**src/rtl/bus_xfer_pkg.sv**
```systemverilog
// Shared types and constants for the responder-side bus transfer controller.
//   xfer_state_e  : controller FSM states
//   MAX_ACK2DONE  : largest bus_ack -> done distance the downstream
//                   req/ack/done checker accepts
package bus_xfer_pkg;

  typedef enum logic [2:0] {IDLE, ACK, XFER, WAIT, DONE} xfer_state_e;

  localparam int MAX_ACK2DONE = 5;

endpackage

```
**src/rtl/bus_xfer_ctrl.sv**
```systemverilog
// Responder-side bus transfer controller.
// On each rising bus_req it acknowledges, optionally streams a burst of
// 1..MAX_BEATS beats, and completes with a one-cycle done pulse.
//
// Ports
//   clk               rising-edge clock
//   rst               asynchronous active-high reset
//   bus_req           request; only a 0->1 edge starts a transfer
//   xfer_len          beat count, captured when the request edge is accepted
//   data_in           beat data, captured on every envelope cycle
//   bus_ack           one-cycle acknowledge
//   ready             one-cycle burst-start marker, coincident with bus_ack
//   transfer_envelope high for every beat cycle
//   done              one-cycle completion pulse
//   err               one-cycle error pulse (busy request or oversize length)
//   data_out          registered copy of data_in per beat
//   beat_cnt          beats completed in the current transfer
module bus_xfer_ctrl
  import bus_xfer_pkg::*;
#(
  parameter int MAX_BEATS  = 5,
  parameter int LEN_W      = 3,
  parameter int DATA_W     = 8,
  parameter int NODATA_DLY = 2
) (
  input  logic              clk,
  input  logic              rst,
  input  logic              bus_req,
  input  logic [LEN_W-1:0]  xfer_len,
  input  logic [DATA_W-1:0] data_in,
  output logic              bus_ack,
  output logic              ready,
  output logic              transfer_envelope,
  output logic              done,
  output logic              err,
  output logic [DATA_W-1:0] data_out,
  output logic [LEN_W-1:0]  beat_cnt
);

  // Keep done within MAX_ACK2DONE cycles of bus_ack for any legal setting.
  if (MAX_BEATS < 1 || MAX_BEATS > MAX_ACK2DONE) begin : g_chk_max_beats
    $error("bus_xfer_ctrl: MAX_BEATS=%0d outside 1..%0d", MAX_BEATS, MAX_ACK2DONE);
  end
  if (NODATA_DLY < 1 || NODATA_DLY > MAX_ACK2DONE) begin : g_chk_nodata_dly
    $error("bus_xfer_ctrl: NODATA_DLY=%0d outside 1..%0d", NODATA_DLY, MAX_ACK2DONE);
  end
  if ((1 << LEN_W) <= MAX_BEATS) begin : g_chk_len_w
    $error("bus_xfer_ctrl: LEN_W=%0d cannot hold MAX_BEATS=%0d", LEN_W, MAX_BEATS);
  end

  localparam logic [LEN_W-1:0] LEN_MAX   = LEN_W'(MAX_BEATS);
  // ACK already accounts for one of the NODATA_DLY cycles, WAIT covers the rest.
  localparam logic [2:0]       WAIT_LAST = 3'((NODATA_DLY > 1) ? NODATA_DLY - 2 : 0);

  xfer_state_e      state, state_next;
  logic             bus_req_d;
  logic             rise;
  logic             accept;
  logic             pend, pend_next;
  logic [LEN_W-1:0] len, len_next;
  logic             len_bad, len_bad_next;
  logic [2:0]       wait_cnt, wait_cnt_next;
  logic             busy_err;
  logic             has_data, has_data_next;
  logic [LEN_W-1:0] beats_after;
  logic             more_beats;

  assign rise          = bus_req & ~bus_req_d;
  // A rise is taken in IDLE, and also in DONE where it is parked in pend.
  assign accept        = rise && (state == IDLE || state == DONE);
  assign has_data      = (len != '0) && !len_bad;
  assign has_data_next = (len_next != '0) && !len_bad_next;
  // Beats completed once the current envelope cycle ends.
  assign beats_after   = beat_cnt + LEN_W'(1);
  assign more_beats    = beats_after < len;

  always_comb begin
    // NOTE: every signal assigned here gets a default first, so no path
    // through the case statement can leave one unassigned and infer a latch.
    state_next    = state;
    pend_next     = 1'b0;
    len_next      = len;
    len_bad_next  = len_bad;
    wait_cnt_next = wait_cnt;
    busy_err      = 1'b0;

    if (accept) begin
      len_next     = xfer_len;
      len_bad_next = (xfer_len > LEN_MAX);
    end

    unique case (state)
      IDLE: begin
        if (rise || pend) state_next = ACK;
      end
      ACK: begin
        busy_err = rise;
        if (has_data) begin
          state_next = more_beats ? XFER : DONE;
        end else if (NODATA_DLY > 1) begin
          state_next    = WAIT;
          wait_cnt_next = '0;
        end else begin
          state_next = DONE;
        end
      end
      XFER: begin
        busy_err   = rise;
        state_next = more_beats ? XFER : DONE;
      end
      WAIT: begin
        busy_err = rise;
        if (wait_cnt == WAIT_LAST) state_next = DONE;
        else                       wait_cnt_next = wait_cnt + 3'd1;
      end
      DONE: begin
        state_next = IDLE;
        pend_next  = rise;
      end
      default: state_next = IDLE;
    endcase
  end

  // Outputs are registered from the next state so each one is glitch-free
  // and lines up with the state it describes.
  always_ff @(posedge clk or posedge rst) begin
    if (rst) begin
      state             <= IDLE;
      bus_req_d         <= 1'b1;  // a request held through reset is not a rise
      pend              <= 1'b0;
      len               <= '0;
      len_bad           <= 1'b0;
      wait_cnt          <= '0;
      bus_ack           <= 1'b0;
      ready             <= 1'b0;
      transfer_envelope <= 1'b0;
      done              <= 1'b0;
      err               <= 1'b0;
      data_out          <= '0;
      beat_cnt          <= '0;
    end else begin
      // NOTE: non-blocking assignments make every register here sample the
      // pre-edge values, independent of statement order.
      state             <= state_next;
      bus_req_d         <= bus_req;
      pend              <= pend_next;
      len               <= len_next;
      len_bad           <= len_bad_next;
      wait_cnt          <= wait_cnt_next;
      bus_ack           <= (state_next == ACK);
      ready             <= (state_next == ACK) && has_data_next;
      transfer_envelope <= ((state_next == ACK) && has_data_next) || (state_next == XFER);
      done              <= (state_next == DONE);
      err               <= busy_err || ((state_next == DONE) && len_bad_next);
      if (transfer_envelope) begin
        data_out <= data_in;
        beat_cnt <= beats_after;
      end else if (state_next == IDLE) begin
        beat_cnt <= '0;
      end
    end
  end

endmodule
```
**config.mk**
```make
export PLATFORM = sky130hd
export DESIGN_NAME = bus_xfer_ctrl
export DESIGN_NICKNAME = d
export VERILOG_FILES = /design/src/rtl/bus_xfer_pkg.sv /design/src/rtl/bus_xfer_ctrl.sv
export SDC_FILE = /design/constraint.sdc
export NUM_CORES = 1
export LEC_CHECK = 0
export CELL_PAD_IN_SITES_DETAIL_PLACEMENT = 1
export CELL_PAD_IN_SITES_GLOBAL_PLACEMENT = 1
export CORE_ASPECT_RATIO = 2
export CORE_MARGIN = 10
export CORE_UTILIZATION = 41
export CTS_CLUSTER_DIAMETER = 80
export DETAILED_ROUTE_END_ITERATION = 16
export PLACE_DENSITY = 0.79
export SYNTH_ARGS = -nofsm -noshare
export SYNTH_HDL_FRONTEND = slang
export SYNTH_SLANG_ARGS = --single-unit
```
**constraint.sdc**
```tcl
create_clock -name clk -period 6.4 [get_ports clk]
set_clock_uncertainty 0.2 [all_clocks]
set_input_delay 1.92 -clock clk [delete_from_list [all_inputs] [get_ports clk]]
set_output_delay 1.92 -clock clk [all_outputs]
set_load 0.05 [all_outputs]
```
==> impl_metrics.csv <==
group,metric,value,unit
outcome,status,"finished clean",
logic_synthesis,ys_seq_elements,28,
clock_tree,clockBufferDepth,2,
global_routing,overflow,0,
pwr,power.density,531,nW/µm²
flow_run,cap_violations,0,
finish,area_delta_synth_final,26.8,%
pwr,switching_power,0.412,mW
clock_tree,root_buffer,"clkbuf_8",
logic_synthesis,synth_top_area_share,0.522,
logic_synthesis,synth_nets,133,
route,drcViolationCount,0,
pwr,swShare,0.473,
sta,setup_tns,0,ps
finish,nNetsFinal,163,
placement,gp_congestion,0.764,
worst_setup_path,crit_fanout,13,
clock_tree,cts_buffers,3,
pwr,p_int,0.459,mW
clock_tree,cts_hold_buf,0,
route,vias,969,
logic_synthesis,ys.flop_type,"dfrtp_1",
floorplanning,initial_core_util,0.429,
logic_synthesis,synth_edf_count,0,
clock_tree,post_cts_buffers,0,
global_routing,grt_pass1_wl,5.42,mm
placement,place_hpwl,2.67,mm
sta,fin_crit_sh,0.615,
global_routing,grt_usage,0.118,
pwr,ir_drop,0.000356,V
worst_setup_path,cpPeakStageDelay,900,ps
floorplanning,rows,28,
worst_setup_path,path_buf_inv,1,
finish,layout_common_cells,"clkdlybuf4s50_1, dfrtp_1, mux2_2, nand2_1, inv_1",
placement,place_area,1600,µm²
logic_synthesis,syn_inst,114,
global_routing,antenna_found_initial,0,
sta,worst_pin_slew,1030,ps
route,first_pass_iters,4,
floorplanning,dieArea,5940,µm²
clock_tree,cts_resized,0,
placement,portBuffers,29,
logic_synthesis,yosys-top-cells-area,"dfrtp_1, mux2_2, ha_1",
worst_setup_path,cp.arrival,1820,ps
sta,fin_crit,3940,ps
sta,maxSlewViolCount,0,
clock_tree,htreeDepth,1,
sta,slew_headroom,0.315,
route,drt_wl_total,3.39,mm
floorplanning,ios,30,
pwr,clockPowerShare,0.112,
pwr,pwr-share-seq,0.353,
min_path,holdCritPathClass,"reg -> reg",
floorplanning,fp.dieW,59.7,µm
clock_tree,clkTransAtPathRegs,90,ps
logic_synthesis,synthArstFlopShare,1.00,
logic_synthesis,synth_warnings,0,
route,vias_per_cell,5.60,
clock_tree,worst_skew_pair.late_latency,270,ps
finish,final_common_cell,"clkdlybuf4s50_1",
sta,finalSetupViolCount,0,
route,wire_per_inst,19.6,µm
worst_setup_path,crit_path_cell_trace,"clkdlybuf4s50_1",
floorplanning,core-area,3010,µm²
logic_synthesis,netlist_area,1290,µm²
pwr,p_total,0.871,mW
finish,fin_area,1640,µm²
worst_setup_path,crit_family,"buffers and inverters",
clock_tree,clock_sinks,28,
global_routing,grt_pass1_vias,1091,
finish,n_fill_cell,335,
logic_synthesis,yosysUniqueCellTypes,34,
logic_synthesis,avgSynthCellArea,11.3,µm²
global_routing,grt_max_degree,29,
route,drt_first_iter_violations,13,
pwr,leakage,0.722,nW
logic_synthesis,yosysSeqAreaShare,0.543,
clock_tree,cts_tree,"built",
finish,drive_above_1_share,0.126,
sta,rsz0062_at_grt,"no",
floorplanning,fp.dieH,99.4,µm
sta,hold_viol_final,0,
logic_synthesis,yosys.area.top_type,"dfrtp_1",
worst_setup_path,crit_required,4280,ps
pwr,comb_power_share,0.535,
sta,max_freq,254,MHz
worst_setup_path,start_kind,"flop",
finish,final_core_utilization,0.544,
worst_setup_path,cp-end-kind,"output pin",
worst_setup_path,path_class,"reg -> out",
route,ant_nets,0,
finish,antenna_cells,0,
worst_setup_path,worst_path_max_delay_cell,"clkdlybuf4s50_1",
## layer usage
| metal | up-vias | wire [µm] | track usage |
|---|---|---|---|
| met2 | 20 | 1950 | 0.218 |
| met1 | 490 | 1210 | 0.111 |
| met4 | 0 | 74 | 0.0521 |
| met3 | 7 | 155 | 0.0357 |
| li1 | 452 | - | - |
| met5 | - | 0 | 0 |
## power by group through the flow
stage                     sequential, mW  clock [mW]  combinational (mW)
after floorplan                    0.422           0               0.201
after global placement             0.306           0               0.450
after detailed placement           0.312           0               0.469
after CTS                          0.309      0.0991               0.473
after global routing               0.320       0.106               0.503
final                              0.308      0.0977               0.466
## synthesized netlist by cell type (all sizes together) (4+ instances only)
library cell	instances
mux2	10
nor2b	4
nor3	4
o21ai	8
nor2	4
ha	5
a21oi	5
nand2	10
dfrtp	27
inv	9
## cells by family after synthesis
| logic type | count (synthesis) | share of synthesized area |
|---|---|---|
| xor gates and xnor gates | 1 | 0.00677 |
| adders and majority gates | 5 | 0.0484 |
| and+or+nand+nor | 34 | 0.149 |
| DFF | 28 | 0.543 |
| AOI/OAI and AO/OA | 22 | 0.112 |
| muxes | 11 | 0.0948 |
| buffers and inverters | 13 | 0.0464 |
## area by class of cell
cell class | count | area [µm²] | area share
flip-flops and latches | 28 | 702 | 0.428
well taps | 30 | 37.5 | 0.0229
repair buffers | 29 | 290 | 0.177
clock buffers | 4 | 45.0 | 0.0275
inverters | 9 | 33.8 | 0.0206
multi-input cells | 73 | 532 | 0.324
## stage by stage
step | hold slack (ps) | setup slack, ps | instances
floorplan | 275 | 3320 | 114
global placement | 292 | 2710 | 169
finish | 312 | 2460 | 173
global route | 343 | 2360 | 173
detailed placement | 295 | 2650 | 169
CTS | 319 | 2440 | 173
## final timing paths
check,endpoint,slack (ps),startpoint,cells past startpoint
worst max-delay path,transfer_envelope,2460,transfer_envelope,1
min in group asynchronous,data_out[0],2000,rst,2
max in group asynchronous,beat_cnt[0],3390,rst,2
worst min-delay path,data_out[3],310,data_out[3],1
worst max register to register,done,3890,beat_cnt[0],7
worst min register to register,data_out[3],310,data_out[3],1
## flip-flops by register name (all words and copies together) (netlist names)
register	count
bus_req_d	1
transfer_envelope	1
len	3
data_out	8
len_bad	1
ready	1
done	1
state	3
err	1
pend	1
wait_cnt	3
bus_ack	1
beat_cnt	3
Note: power is estimated with default switching activity, not from simulation.
